**src/rtl/systolic_array_ctrl.sv**
```systemverilog
// Run sequencer for a weight-stationary ROWS x COLS PE array: clear, load weight rows,
// stream activation vectors, drain the partial-sum pipeline, then pulse done.
module systolic_array_ctrl #(
    parameter int unsigned ROWS  = 4,
    parameter int unsigned COLS  = 4,
    parameter int unsigned CNT_W = 16
) (
    input  logic                                 clk,
    input  logic                                 reset_n,
    input  logic                                 start,
    input  logic                                 abort,
    input  logic [CNT_W-1:0]                     cfg_num_vec,
    input  logic                                 w_valid,
    output logic                                 w_ready,
    output logic [((ROWS>1)?$clog2(ROWS):1)-1:0] w_row_idx,
    output logic                                 act_rd_en,
    output logic [CNT_W-1:0]                     act_idx,
    output logic                                 pe_clear_weight,
    output logic                                 pe_weight_shift,
    output logic                                 pe_mac_enable,
    output logic [COLS-1:0]                      res_col_valid,
    output logic                                 busy,
    output logic                                 done
);

    localparam int unsigned RW = (ROWS > 1) ? $clog2(ROWS) : 1;
    localparam int unsigned HW = ROWS + COLS - 2;

    typedef enum logic [2:0] {
        StIdle, StClear, StLoad, StCompute, StDrain, StDone
    } state_e;

    state_e             state_q, state_d;
    logic [CNT_W-1:0]   num_vec_q, num_vec_d;
    logic [CNT_W-1:0]   cnt_q, cnt_d;
    logic [RW-1:0]      row_q, row_d;
    logic [HW-1:0]      hist_q, hist_d;
    logic               w_ready_q, w_ready_d;
    logic               act_rd_en_q, act_rd_en_d;
    logic [CNT_W-1:0]   act_idx_q, act_idx_d;
    logic               clear_q, clear_d;
    logic               mac_q, mac_d;
    logic [COLS-1:0]    res_q, res_d;
    logic               busy_q, busy_d;
    logic               done_q, done_d;
    logic               beat;

    // Shift must coincide with the row on the bus, so it is gated by the live w_valid.
    assign beat = w_valid & w_ready_q;

    always_comb begin
        state_d   = state_q;
        num_vec_d = num_vec_q;
        cnt_d     = cnt_q;
        row_d     = row_q;
        unique case (state_q)
            StIdle: begin
                if (start && !abort) begin
                    num_vec_d = cfg_num_vec;
                    state_d   = StClear;
                end
            end
            StClear: begin
                row_d   = '0;
                state_d = StLoad;
            end
            StLoad: begin
                if (beat) begin
                    if (row_q == RW'(ROWS - 1)) begin
                        row_d   = '0;
                        cnt_d   = '0;
                        state_d = (num_vec_q == '0) ? StDone : StCompute;
                    end else begin
                        row_d = row_q + RW'(1);
                    end
                end
            end
            StCompute: begin
                if (cnt_q == num_vec_q - CNT_W'(1)) begin
                    cnt_d   = '0;
                    state_d = StDrain;
                end else begin
                    cnt_d = cnt_q + CNT_W'(1);
                end
            end
            StDrain: begin
                if (cnt_q == CNT_W'(ROWS + COLS - 2)) begin
                    cnt_d   = '0;
                    state_d = StDone;
                end else begin
                    cnt_d = cnt_q + CNT_W'(1);
                end
            end
            StDone:  state_d = StIdle;
            default: state_d = StIdle;
        endcase

        // History of act_rd_en; column c sees the stream ROWS+c cycles after it was read.
        hist_d[0] = act_rd_en_q;
        for (int k = 1; k < HW; k++) begin
            hist_d[k] = hist_q[k-1];
        end
        for (int c = 0; c < COLS; c++) begin
            res_d[c] = hist_q[ROWS+c-2];
        end

        clear_d = (state_d == StClear);
        if (abort && state_q != StIdle) begin
            state_d = StIdle;
            cnt_d   = '0;
            row_d   = '0;
            hist_d  = '0;
            res_d   = '0;
            clear_d = 1'b1;
        end

        w_ready_d   = (state_d == StLoad);
        act_rd_en_d = (state_d == StCompute);
        act_idx_d   = act_rd_en_d ? cnt_d : '0;
        mac_d       = (state_d == StCompute) || (state_d == StDrain);
        busy_d      = (state_d != StIdle);
        done_d      = (state_d == StDone);
    end

    always_ff @(posedge clk or negedge reset_n) begin
        if (!reset_n) begin
            state_q     <= StIdle;
            num_vec_q   <= '0;
            cnt_q       <= '0;
            row_q       <= '0;
            hist_q      <= '0;
            w_ready_q   <= 1'b0;
            act_rd_en_q <= 1'b0;
            act_idx_q   <= '0;
            clear_q     <= 1'b0;
            mac_q       <= 1'b0;
            res_q       <= '0;
            busy_q      <= 1'b0;
            done_q      <= 1'b0;
        end else begin
            state_q     <= state_d;
            num_vec_q   <= num_vec_d;
            cnt_q       <= cnt_d;
            row_q       <= row_d;
            hist_q      <= hist_d;
            w_ready_q   <= w_ready_d;
            act_rd_en_q <= act_rd_en_d;
            act_idx_q   <= act_idx_d;
            clear_q     <= clear_d;
            mac_q       <= mac_d;
            res_q       <= res_d;
            busy_q      <= busy_d;
            done_q      <= done_d;
        end
    end

    assign w_ready         = w_ready_q;
    assign w_row_idx       = row_q;
    assign act_rd_en       = act_rd_en_q;
    assign act_idx         = act_idx_q;
    assign pe_clear_weight = clear_q;
    assign pe_weight_shift = beat;
    assign pe_mac_enable   = mac_q;
    assign res_col_valid   = res_q;
    assign busy            = busy_q;
    assign done            = done_q;

endmodule

```
**config.mk**
```make
export PLATFORM = sky130hd
export DESIGN_NAME = systolic_array_ctrl
export DESIGN_NICKNAME = d
export VERILOG_FILES = /design/src/rtl/systolic_array_ctrl.sv
export SDC_FILE = /design/constraint.sdc
export NUM_CORES = 1
export LEC_CHECK = 0
export CAP_MARGIN = 20
export CORE_MARGIN = 4
export CORE_UTILIZATION = 50
export CTS_CLUSTER_SIZE = 40
export DETAILED_ROUTE_END_ITERATION = 7
export PLACE_DENSITY = 0.73
export SETUP_SLACK_MARGIN = 0.5
export SYNTH_ARGS = -nofsm -noshare
export SYNTH_HDL_FRONTEND = slang
export SYNTH_SLANG_ARGS = --single-unit
```
**constraint.sdc**
```tcl
create_clock -name clk -period 2.9 [get_ports clk]
set_input_delay 0.29 -clock clk [delete_from_list [all_inputs] [get_ports clk]]
set_output_delay 0.29 -clock clk [all_outputs]
set_load 0.02 [all_outputs]
```
After elaboration in Yosys (flattened, before gate mapping). Cells that the tools add are included. W data, S select, Z words.

Bitwise gates (word level): 1. Add/sub/neg operators: 3. Multiplexer cells: 22. Equality and inequality tests: 13. Reduce and logical (&&, ||, !) cells: 11.

Operators by type and width (count): $mux W16 (6); $pmux W16 S3 (1); $mux W3 (7); $add A16 B1 Y16 const B (1); $eq A16 B16 Y1 (1); $eq A16 B3 Y1 const B (1); $logic_not A16 Y1 (1); $sub A16 B1 Y16 const B (1); $pmux W3 S5 (1); $eq A3 B2 Y1 const B (4); $eq A3 B3 Y1 const B (3); $reduce_bool A3 Y1 (3); $eq A3 B1 Y1 const B (2); $mux W2 (3); $mux W6 (1); $mux W4 (1); $pmux W2 S2 (1); $reduce_and A2 Y1 (2); $logic_not A3 Y1 (1); $ne A3 B3 Y1 const B (1); $add A2 B1 Y2 const B (1); $eq A2 B2 Y1 const B (1); $logic_and A1 B1 Y1 (2); $and A1 B1 Y1 (1); other kinds (3) (3).

Input port bits: 21. Word-level logic and storage cells: 63. Register bits after elaboration: 69. Output and inout bits: 29.

Depth between registers and ports, before layout. Gate-level depths: netlist of the first run.

Word-level depth: 8. Gate-level depth with buffers: 13. Gate-level depth less buffers: 11.

Worst setup path before layout of the first run. OpenSTA, ideal clock, no wires.

Path kind: register to register. Start point: reg num_vec_q[2]. End point: reg act_idx_q[9] (netlist: act_idx[9]). Library setup time: 0.096 ns. Path buffers: 2. Data required time: 2.804 ns. Data arrival time: 2.825 ns. Period minus slack after synthesis: 2.921 ns. Slack: -0.021 ns. Stages on the path, launching flop included: 11. Cells stage by stage: dfrtp_1 > or4_4 > nor4_1 > mux2_2 > nor4b_1 > nor4bb_1 > or3_1 > buf_2 > a21o_1 > buf_4 > a311oi_2.

Longest elaborated chain between the ends: 8. Elaborated cells on any way between the ends: 14. Those cells by class: add/sub: 1; eq/ne: 2; mux: 10; reduce/logical: 1.

RTL lines: start, declared (RTL line 34) `logic [CNT_W-1:0] num_vec_q, num_vec_d;`; start signal, assigned (RTL line 142) `num_vec_q <= num_vec_d;`; branches (longest 7 deep; another with $sub A16 B1 Y16); $mux W16 (*) (RTL line 119) `act_idx_d = act_rd_en_d ? cnt_d : '0;`; net act_idx_d[9] (RTL line 40) `logic [CNT_W-1:0] act_idx_q, act_idx_d;`; end signal, assigned (RTL line 148) `act_idx_q <= act_idx_d;`; end, declared (RTL line 40).

Mark *: on every way through the listed nets, which the timed path passes. A chain may end at the register's enable or synchronous reset.

Worst setup path in the final report of the first run.
Start point: reg num_vec_q[1]. End point: reg act_idx_q[10] (netlist: act_idx[10]).

The elaborated chain is that of the path after synthesis.

==> results.py, run 1 <==
metrics = {
    "place": {
        "gp_congestion": 0.870,
        "hpwl_um": 5890,
        "port_buffers": 49,
    },
    "setup_path": {
        "cp.required_ns": 3.16,
        "r2r_slack_ns": 0.004,
        "cp_max_fo": 4,
        "timing.rr.end": "act_idx[10]",
        "start_kind": "flip-flop",
        "cp-end-kind": "flip-flop",
        "critPathKind": "reg2reg",
        "cp.arrival_ns": 3.15,
        "crit-reg2reg-launch": "num_vec_q[1]",
        "rr_worst_depth": 9,
    },
    "drt": {
        "wl_um": 8870,
        "drc": 0,
        "vias": 3023,
        "wl_per_cell_um": 16.5,
        "viasPerCell": 5.63,
        "dr.pass1.iters": 4,
        "drtAntennaViolNets": 0,
        "drt_iter0_markers": 183,
    },
    "timing": {
        "fin_setup_tns_ns": 0,
        "rsz0062_at_grt": "yes",
        "slew_viol_final": 0,
        "hold_viol": 0,
        "max_slew_margin": 0.521,
        "fmax_ghz": 0.345,
        "layout_min_cycle_time_ns": 2.90,
        "setup_violations": 0,
        "worst_slew_pin_slew_ns": 0.718,
        "min_period_over_period": 0.999,
        "skew_ns": 0.00361,
    },
    "cts": {
        "clk_latency_ns": 0.34,
        "clockBufferDepth": 2,
        "root_buffer": "clkbuf_8",
        "cts_tree": "done",
        "clkTransAtPathRegs_ns": 0.08,
        "htree_levels": 3,
        "cts.sinks": 66,
        "numCtsBuffers": 9,
    },
    "synth": {
        "synthDistinctLibCells": 64,
        "synth_cells": 357,
        "synth_edf_count": 0,
        "synth_ff_type": "dfrtp_1",
        "yosysSeqAreaShare": 0.456,
        "synthesis.area_um2": 3620,
        "ys_async_sr_fraction": 1.00,
        "ys_seq_elements": 66,
        "avgSynthCellArea_um2": 10.2,
        "synth_nets": 382,
        "yosysWarnings": 0,
    },
    "grt": {
        "grt_pass1_wl_um": 13700,
        "overflow": 0,
        "grt_pass1_vias": 2866,
        "grt_util_all_layers": 0.200,
        "grt_max_degree": 38,
        "grt_antenna_before_repair": 0,
    },
    "layout": {
        "drive_gt1_frac": 0.315,
        "layout_common_cells": "66 x dfrtp_1, 48 x clkdlybuf4s50_1, 30 x buf_4",
        "syn_to_final_growth_pct": 40.9,
        "antennaDiodeCount": 0,
        "layout_commonest_cell": "dfrtp_1",
        "utilization": 0.739,
        "fin_nets": 461,
    },
    "min_path": {
        "hold_class": "reg2reg",
        "hold_depth": 1,
        "min_from": "hist_q[2]",
        "hold_path_end": "res_col_valid[0]",
    },
    "floorplanning": {
        "die-area_um2": 8680,
        "io-pin-count": 50,
        "num_rows": 30,
        "fp.dieH_um": 93.1,
        "core-area_um2": 6910,
        "die_x_um": 93.1,
        "start_util": 0.525,
    },
    "power": {
        "p_leak_nw": 2.15,
        "power_density_nw_per_um2": 750,
        "peakVddDrop_mv": 0.550,
    },
    "outcome": {
        "outcome": "complete, no violations",
    },
    "job": {
        "cap_violations": 0,
    },
}
[cells in the mapped netlist (2+ instances only)]
| library cell | count | area share |
|---|---|---|
| and2_1 | 15 | 0.026 |
| mux2_2 | 20 | 0.062 |
| o21a_1 | 2 | 0.0041 |
| nand2_1 | 25 | 0.026 |
| buf_2 | 2 | 0.0028 |
| a311oi_2 | 7 | 0.029 |
| clkbuf_1 | 14 | 0.014 |
| nor2_1 | 16 | 0.017 |
| o22a_1 | 2 | 0.0048 |
| and4b_1 | 2 | 0.0055 |
| a21boi_0 | 3 | 0.0062 |
| buf_4 | 5 | 0.010 |
| o21ai_0 | 15 | 0.021 |
| a21o_1 | 3 | 0.0062 |
| or4_4 | 2 | 0.0062 |
| a21oi_1 | 18 | 0.025 |
| xnor2_1 | 10 | 0.024 |
| xor2_1 | 6 | 0.014 |
| ha_1 | 4 | 0.014 |
| nor4_1 | 7 | 0.012 |
| nand2b_1 | 15 | 0.026 |
| o31ai_1 | 2 | 0.0041 |
| or4_1 | 2 | 0.0041 |
| nand4_1 | 4 | 0.0069 |
| nand3_1 | 13 | 0.018 |
| or3_4 | 2 | 0.0062 |
| inv_1 | 9 | 0.0093 |
| dfrtp_1 | 66 | 0.46 |
| a31oi_1 | 10 | 0.017 |
| nand4b_1 | 2 | 0.0048 |
| and3_1 | 9 | 0.016 |
| or3_1 | 5 | 0.0086 |
| nor4b_1 | 3 | 0.0073 |
| nor3_1 | 7 | 0.0097 |
[worst max-delay path: stages (launching register included)]
cell	delay (ns)
dfrtp_1	0.41
or4_4	0.55
nor4_4	0.29
mux2_4	0.33
nor4b_4	0.13
nor4bb_4	0.16
or3_4	0.35
a21o_4	0.25
clkbuf_16	0.16
a311oi_2	0.17
[routing by layer]
layer  part of all wire  vias up  global-route usage  routed length (um)
met2               0.49       87               0.322                4330
met5                  0        -                   0                   0
li1                   -     1452                   -                   -
met1               0.44     1476               0.266                3940
met4              0.013        0              0.0586                 112
met3              0.056        8              0.0547                 494
[layout make-up]
cell class                 count  area, um^2
clock inverter                 5        60.1
multi-input combinational    258        2170
sequential                    66        1650
fill                         500        1800
clock buffer                  11         151
timing repair buffer          91         921
tap                           96         120
inverter                      10        37.5
[registers in the layout, summed over array words and instances, names as in the netlist]
name and count:
res_col_valid 4, done 1, act_idx 16, busy 1, cnt_q 16, hist_q 3, w_row_idx 2, state_q 3
pe_clear_weight 1, num_vec_q 16, w_ready 1, act_rd_en 1, pe_mac_enable 1
[kinds of logic (layout without fill, tap and decap cells)]
| family | Yosys count | in the layout | synth area share |
|---|---|---|---|
| muxes | 21 | 21 | 0.0649 |
| buffers and inverters | 33 | 117 | 0.0421 |
| xor gates and xnor gates | 17 | 17 | 0.0449 |
| and+or+nand+nor | 142 | 142 | 0.230 |
| AOI/OAI and AO/OA | 74 | 74 | 0.149 |
| DFF | 66 | 66 | 0.456 |
| adders and majority gates | 4 | 4 | 0.0138 |
[report_power, final]
group / switching (mW) / total (mW) / leakage [nW] / internal [mW]
Clock: 0.378 / 0.826 / 0.106 / 0.449
Combinational: 0.885 / 1.75 / 1.16 / 0.868
Sequential: 0.151 / 1.25 / 0.879 / 1.10
Total: 1.41 / 3.83 / 2.15 / 2.42
[metrics by stage]
step                instances  worst slack [ns]  power [mW]  hold WS [ns]  instance area [um^2]
floorplan                 357            0.0552        2.19      -0.00559                  3660
global placement          508            0.0719        2.67         0.366                  4410
detailed placement        508           0.00532        2.71         0.365                  4410
CTS                       527           0.00539        3.60         0.462                  4700
global route              537           -0.0870        4.07         0.481                  5110
finish                    537           0.00363        3.83         0.457                  5110
[what timing repair did]
action | in CTS | in global routing
setup buffers | 2 | 7
hold endpoints to repair | 25 | 0
pin swaps | 4 | 19
hold buffers | 1 | 0
resized for setup | 16 | 49
cloned | 0 | 3
endpoints found under the setup margin | 40 | 40
[how the worst max path moves through the flow]
stage / depth (start not counted) / slack, ns / start / to
finish: 9 / 0.004 / num_vec_q[1] / act_idx[10]
global route: 10 / -0.09 / num_vec_q[4] / act_idx[11]
CTS: 9 / 0.005 / num_vec_q[4] / act_idx[5]
detailed placement: 9 / 0.005 / num_vec_q[5] / act_idx[5]
global placement: 8 / 0.07 / num_vec_q[5] / act_idx[15]
floorplan: 10 / 0.06 / num_vec_q[3] / act_idx[9]
Power figures use the tool's default switching activity.
==> run 2: changes to the inputs <==
--- a/config.mk
+++ b/config.mk
@@ -8,6 +8,7 @@
 export CAP_MARGIN = 20
 export CORE_MARGIN = 4
 export CORE_UTILIZATION = 50
+export CTS_CLUSTER_DIAMETER = 80
 export CTS_CLUSTER_SIZE = 40
 export DETAILED_ROUTE_END_ITERATION = 7
 export PLACE_DENSITY = 0.73
==> constraint.sdc (replaced) <==
create_clock -name clk -period 2.9 [get_ports clk]
set_input_delay 0.725 -clock clk [delete_from_list [all_inputs] [get_ports clk]]
set_output_delay 0.725 -clock clk [all_outputs]
set_load 0.02 [all_outputs]
==> run 2 against run 1 <==
  * Worst hold slack worse by 0.035 ns
  * Maximum frequency decreased by 0.78%
  * Cell count is 1.5% lower
  * The flow now finishes with violations (setup timing)
  * Register-to-register slack worse by 0.02 ns
  * Die area unchanged
  * Sequential share of layout area rose by 1.4 points
  * Clock power decreased by 18%
  * Flip-flop and latch count is the same
  * Combinational power is 3% lower
  * Routed wire length shrank 7.0%
  * Setup slack got worse by 0.023 ns
==> results.py, run 2 (synthesized netlist as in run 1, its figures left out) <==
metrics = {
    "drt": {
        "met1_length_um": 3720,
        "met2_length_um": 4000,
        "drt_iter0_markers": 125,
        "met3_length_um": 411,
        "drc": 0,
        "drtAntennaViolNets": 0,
        "wl_um": 8250,
        "viasPerCell": 5.59,
        "vias": 2957,
        "routed.top_layer": "met4",
        "wl_per_cell_um": 15.6,
        "dr.pass1.iters": 4,
    },
    "place": {
        "port_buffers": 49,
        "hpwl_um": 5990,
        "dp.cells": 510,
        "gp_congestion": 0.853,
    },
    "grt": {
        "grt_max_degree": 35,
        "overflow": 0,
        "grt_antenna_before_repair": 0,
        "grt_pass1_vias": 2844,
        "grt_util_all_layers": 0.199,
        "grt_pass1_wl_um": 13400,
    },
    "timing": {
        "skew_ns": 0.0151,
        "worst_slew_pin_slew_ns": 0.737,
        "fin_ws_ns": -0.0193,
        "fmax_ghz": 0.343,
        "min_period_over_period": 1.01,
        "max_slew_margin": 0.509,
        "slew_viol_final": 0,
        "layout_min_cycle_time_ns": 2.92,
        "rsz0062_at_grt": "yes",
        "hold_viol": 0,
        "setup_violations": 1,
    },
    "layout": {
        "multi_input_area_um2": 2110,
        "num-fill-cells": 542,
        "antennaDiodeCount": 0,
        "fin_nets": 453,
        "final-seq-area_um2": 1650,
        "utilization": 0.710,
        "layout_common_cells": "65 x dfrtp_1, 47 x clkdlybuf4s50_1, 27 x buf_4",
        "layout_commonest_cell": "dfrtp_1",
        "fin_cells": 529,
        "drive_gt1_frac": 0.296,
        "syn_to_final_growth_pct": 35.3,
    },
    "floorplanning": {
        "die_x_um": 93.1,
        "io-pin-count": 50,
        "die-area_um2": 8680,
        "core-area_um2": 6910,
        "start_util": 0.525,
        "fp.dieH_um": 93.1,
        "num_rows": 30,
    },
    "cts": {
        "root_buffer": "clkbuf_8",
        "clk_latency_ns": 0.36,
        "cts-hold-fix-buffers": 0,
        "cts_tree": "done",
        "clockBufferDepth": 2,
        "cts.sinks": 66,
        "numCtsBuffers": 9,
        "htree_levels": 3,
        "clkTransAtPathRegs_ns": 0.08,
    },
    "outcome": {
        "failed_checks": "setup timing",
        "outcome": "finished with violations",
    },
    "setup_path": {
        "start_kind": "flip-flop",
        "cp.required_ns": 3.18,
        "cp_max_fo": 4,
        "critPathKind": "reg2reg",
        "cp.arrival_ns": 3.20,
        "cp-end-kind": "flip-flop",
        "rr_worst_depth": 8,
    },
    "min_path": {
        "hold_class": "in2async",
    },
    "power": {
        "p_total_mw": 3.63,
        "p_leak_nw": 2.08,
        "peakVddDrop_mv": 0.510,
        "power_density_nw_per_um2": 740,
    },
    "job": {
        "cap_violations": 0,
    },
}
## run 2: layout make-up
class	instances	share of cell area
clock buffer	9	0.0252
clock inverter	7	0.00918
inverter	10	0.00765
multi-input combinational	258	0.429
sequential	66	0.337
tap	96	0.0245
timing repair buffer	83	0.167
## run 2: metrics by stage
stage          area [um^2]  TNS (ns)  hold WS, ns  worst slack, ns
2_1_floorplan         3660         0        0.428           0.0552
3_3_place_gp          4420         0        0.437           0.0839
3_5_place_dp          4420         0        0.439           0.0266
4_1_cts               4630         0        0.438           0.0215
5_1_grt               4910    -0.896        0.473           -0.103
6_report              4910   -0.0193        0.422          -0.0193
## run 2: path summary, 6_finish.rpt
kind / start / end / slack [ns]
setup reg to reg: num_vec_q[5] / act_idx[15] / -0.02
min in group clk: hist_q[1] / hist_q[2] / 0.45
max in group asynchronous: reset_n / cnt_q[0] / 1.84
hold / removal: reset_n / num_vec_q[14] / 0.42
hold reg to reg: hist_q[1] / hist_q[2] / 0.45
setup / recovery: num_vec_q[5] / act_idx[15] / -0.02
## run 2: worst max-delay path: stages, from the launching register on
cell and delay, ns:
dfrtp_1 0.38, or4_4 0.57, or3_4 0.40, a21boi_4 0.15
nor3_4 0.25, and4b_1 0.26, or2_4 0.27, or3_4 0.40
a31oi_4 0.16
## run 2: report_power, final
group	total [mW]	leakage (nW)	switching, mW	internal, mW
registers	1.26	0.878	0.161	1.10
logic	1.69	1.12	0.841	0.845
clock network	0.679	0.0891	0.372	0.308
total	3.63	2.08	1.37	2.26
## run 2: per-layer routing
metal  track usage  vias to the layer above
met3        0.0434                        9
met1         0.262                     1430
met4        0.0867                        0
li1              -                     1435
met2         0.316                       83
met5             0                        -
## run 2: what timing repair did
| action | CTS | global route |
|---|---|---|
| endpoints found under the setup margin | 41 | 40 |
| setup buffers | 1 | 1 |
| cloned | 0 | 1 |
| pin swaps | 2 | 6 |
| resized for setup | 14 | 42 |
==> run 3: changes to the inputs <==
--- a/config.mk
+++ b/config.mk
@@ -11,8 +11,8 @@
 export CTS_CLUSTER_DIAMETER = 80
 export CTS_CLUSTER_SIZE = 40
 export DETAILED_ROUTE_END_ITERATION = 7
+export MAX_ROUTING_LAYER = met4
 export PLACE_DENSITY = 0.73
-export SETUP_SLACK_MARGIN = 0.5
 export SYNTH_ARGS = -nofsm -noshare
 export SYNTH_HDL_FRONTEND = slang
 export SYNTH_SLANG_ARGS = --single-unit
==> run 3 against run 2 <==
  * The flow still finishes with violations (setup timing)
  * Clock skew fell by 0.0065 ns
  * Die area did not move
  * Design area fell by 2.2%
  * Sequential share of layout area rose by 0.72 points
  * Worst hold slack better by 0.031 ns
  * Global-route usage up 1.1 points
  * Setup slack worse by 0.0024 ns
  * Combinational power fell by 2%
  * Routed wire length rose by 1.7%
  * Critical endpoint is now act_idx[10]
==> results.py, run 3 (synthesized netlist as in run 1, its figures left out) <==
metrics = {
    "outcome": {
        "outcome": "finished with violations",
        "failed_checks": "setup timing",
    },
    "power": {
        "power_density_nw_per_um2": 765,
        "peakVddDrop_mv": 0.445,
        "p_leak_nw": 2.07,
    },
    "floorplanning": {
        "start_util": 0.525,
        "io-pin-count": 50,
        "die-area_um2": 8680,
        "fp.dieH_um": 93.1,
        "num_rows": 30,
        "die_x_um": 93.1,
        "core-area_um2": 6910,
    },
    "layout": {
        "layout_common_cells": "66 x dfrtp_1, 48 x clkdlybuf4s50_1, 35 x buf_4",
        "fin_nets": 458,
        "fin_area_um2": 4800,
        "layout_commonest_cell": "dfrtp_1",
        "antennaDiodeCount": 0,
        "drive_gt1_frac": 0.265,
        "syn_to_final_growth_pct": 32.4,
    },
    "grt": {
        "grt_pass1_wl_um": 14000,
        "grt_antenna_before_repair": 0,
        "grt_pass1_vias": 2873,
        "grt_max_degree": 67,
        "overflow": 0,
        "grt_util_all_layers": 0.210,
    },
    "setup_path": {
        "cp-end-kind": "flip-flop",
        "cp.arrival_ns": 3.18,
        "rr_worst_depth": 9,
        "critPathKind": "reg2reg",
        "r2r_slack_ns": -0.02,
        "cp.required_ns": 3.15,
        "start_kind": "flip-flop",
        "cp_max_fo": 8,
    },
    "min_path": {
        "hold_depth": 1,
        "hold_class": "reg2reg",
    },
    "timing": {
        "slew_viol_final": 0,
        "layout_min_cycle_time_ns": 2.92,
        "rsz0062_at_grt": "yes",
        "hold_ws_ns": 0.453,
        "skew_ns": 0.00859,
        "hold_viol": 0,
        "worst_slew_pin_slew_ns": 0.802,
        "fmax_ghz": 0.342,
        "setup_violations": 1,
        "max_slew_margin": 0.465,
        "min_period_over_period": 1.01,
        "fin_ws_ns": -0.0216,
    },
    "place": {
        "placed_cell_area_um2": 4410,
        "port_buffers": 49,
        "dp_slack_ns": -0.0160,
        "hpwl_um": 6050,
        "gp_congestion": 0.921,
    },
    "cts": {
        "numCtsBuffers": 9,
        "htree_levels": 3,
        "clkTransAtPathRegs_ns": 0.07,
        "clockBufferDepth": 2,
        "cts.sinks": 66,
        "root_buffer": "clkbuf_8",
        "cts_tree": "done",
        "clk_latency_ns": 0.35,
    },
    "job": {
        "cap_violations": 0,
    },
    "drt": {
        "dr.pass1.iters": 5,
        "drc": 0,
        "wl_per_cell_um": 15.7,
        "drtAntennaViolNets": 0,
        "viasPerCell": 5.61,
        "wl_um": 8390,
        "vias": 2995,
        "drt_iter0_markers": 148,
    },
}
## run 3: cell types whose count changed in the layout (fill, tap and decap cells not counted), moves of 3 or more
cell and delta:
a21oi_2 -3, nand2b_1 +3, a21oi_1 +4, o21ai_0 +4, o21ai_4 -3, buf_4 +8, buf_12 -4, nand2b_4 -3
## run 3: what timing repair did
item	4_1_cts	5_1_grt
pin swaps	1	7
resized for setup	3	35
endpoints found under the hold margin	0	0
setup endpoints to repair	7	30
setup buffers	0	1
hold buffers	0	0
## run 3: worst paths after layout
path	end	startpoint
min	hist_q[2]	hist_q[1]
min reg2reg	hist_q[2]	hist_q[1]
max	act_idx[10]	num_vec_q[2]
min in group asynchronous	cnt_q[6]	reset_n
max in group asynchronous	act_idx[8]	reset_n
max reg2reg	act_idx[10]	num_vec_q[2]
## run 3: report_power, final
group,internal (mW),switching (mW),total [mW]
sequential,1.10,0.162,1.26
combinational,0.804,0.841,1.65
clock,0.395,0.366,0.761
## run 3: final cells by class
cell class / count / area [um^2]
well taps: 96 / 120
multi-input cells: 258 / 2000
clock buffers: 9 / 124
repair buffers: 88 / 797
fillers: 552 / 2110
inverters: 10 / 37.5
flip-flops and latches: 66 / 1650
clock inverters: 7 / 70.1
## run 3: layer usage
layer	vias up	global-route usage	part of all wire
li1	1444	-	-
met1	1464	0.275	0.45
met3	13	0.0483	0.044
met2	74	0.326	0.50
met4	0	0.0672	0.016
met5	-	-	0
## run 3: metrics by stage
step	setup TNS, ns	total power [mW]	util	instances
after floorplan	0	2.17	-	357
after global placement	0	2.68	0.638	517
after detailed placement	-0.0160	2.74	0.638	517
after CTS	-0.0386	3.53	0.668	533
after global routing	-0.897	3.91	0.695	534
final	-0.0216	3.67	0.695	534
## run 3: critical path, cell delays in order, from the launching register on
cell,delay (ns)
dfrtp_1,0.38
or4_4,0.57
nor4_4,0.29
mux2_4,0.33
nor4b_4,0.13
nor4bb_4,0.17
or3_4,0.35
a21o_4,0.24
buf_8,0.14
a311oi_2,0.23
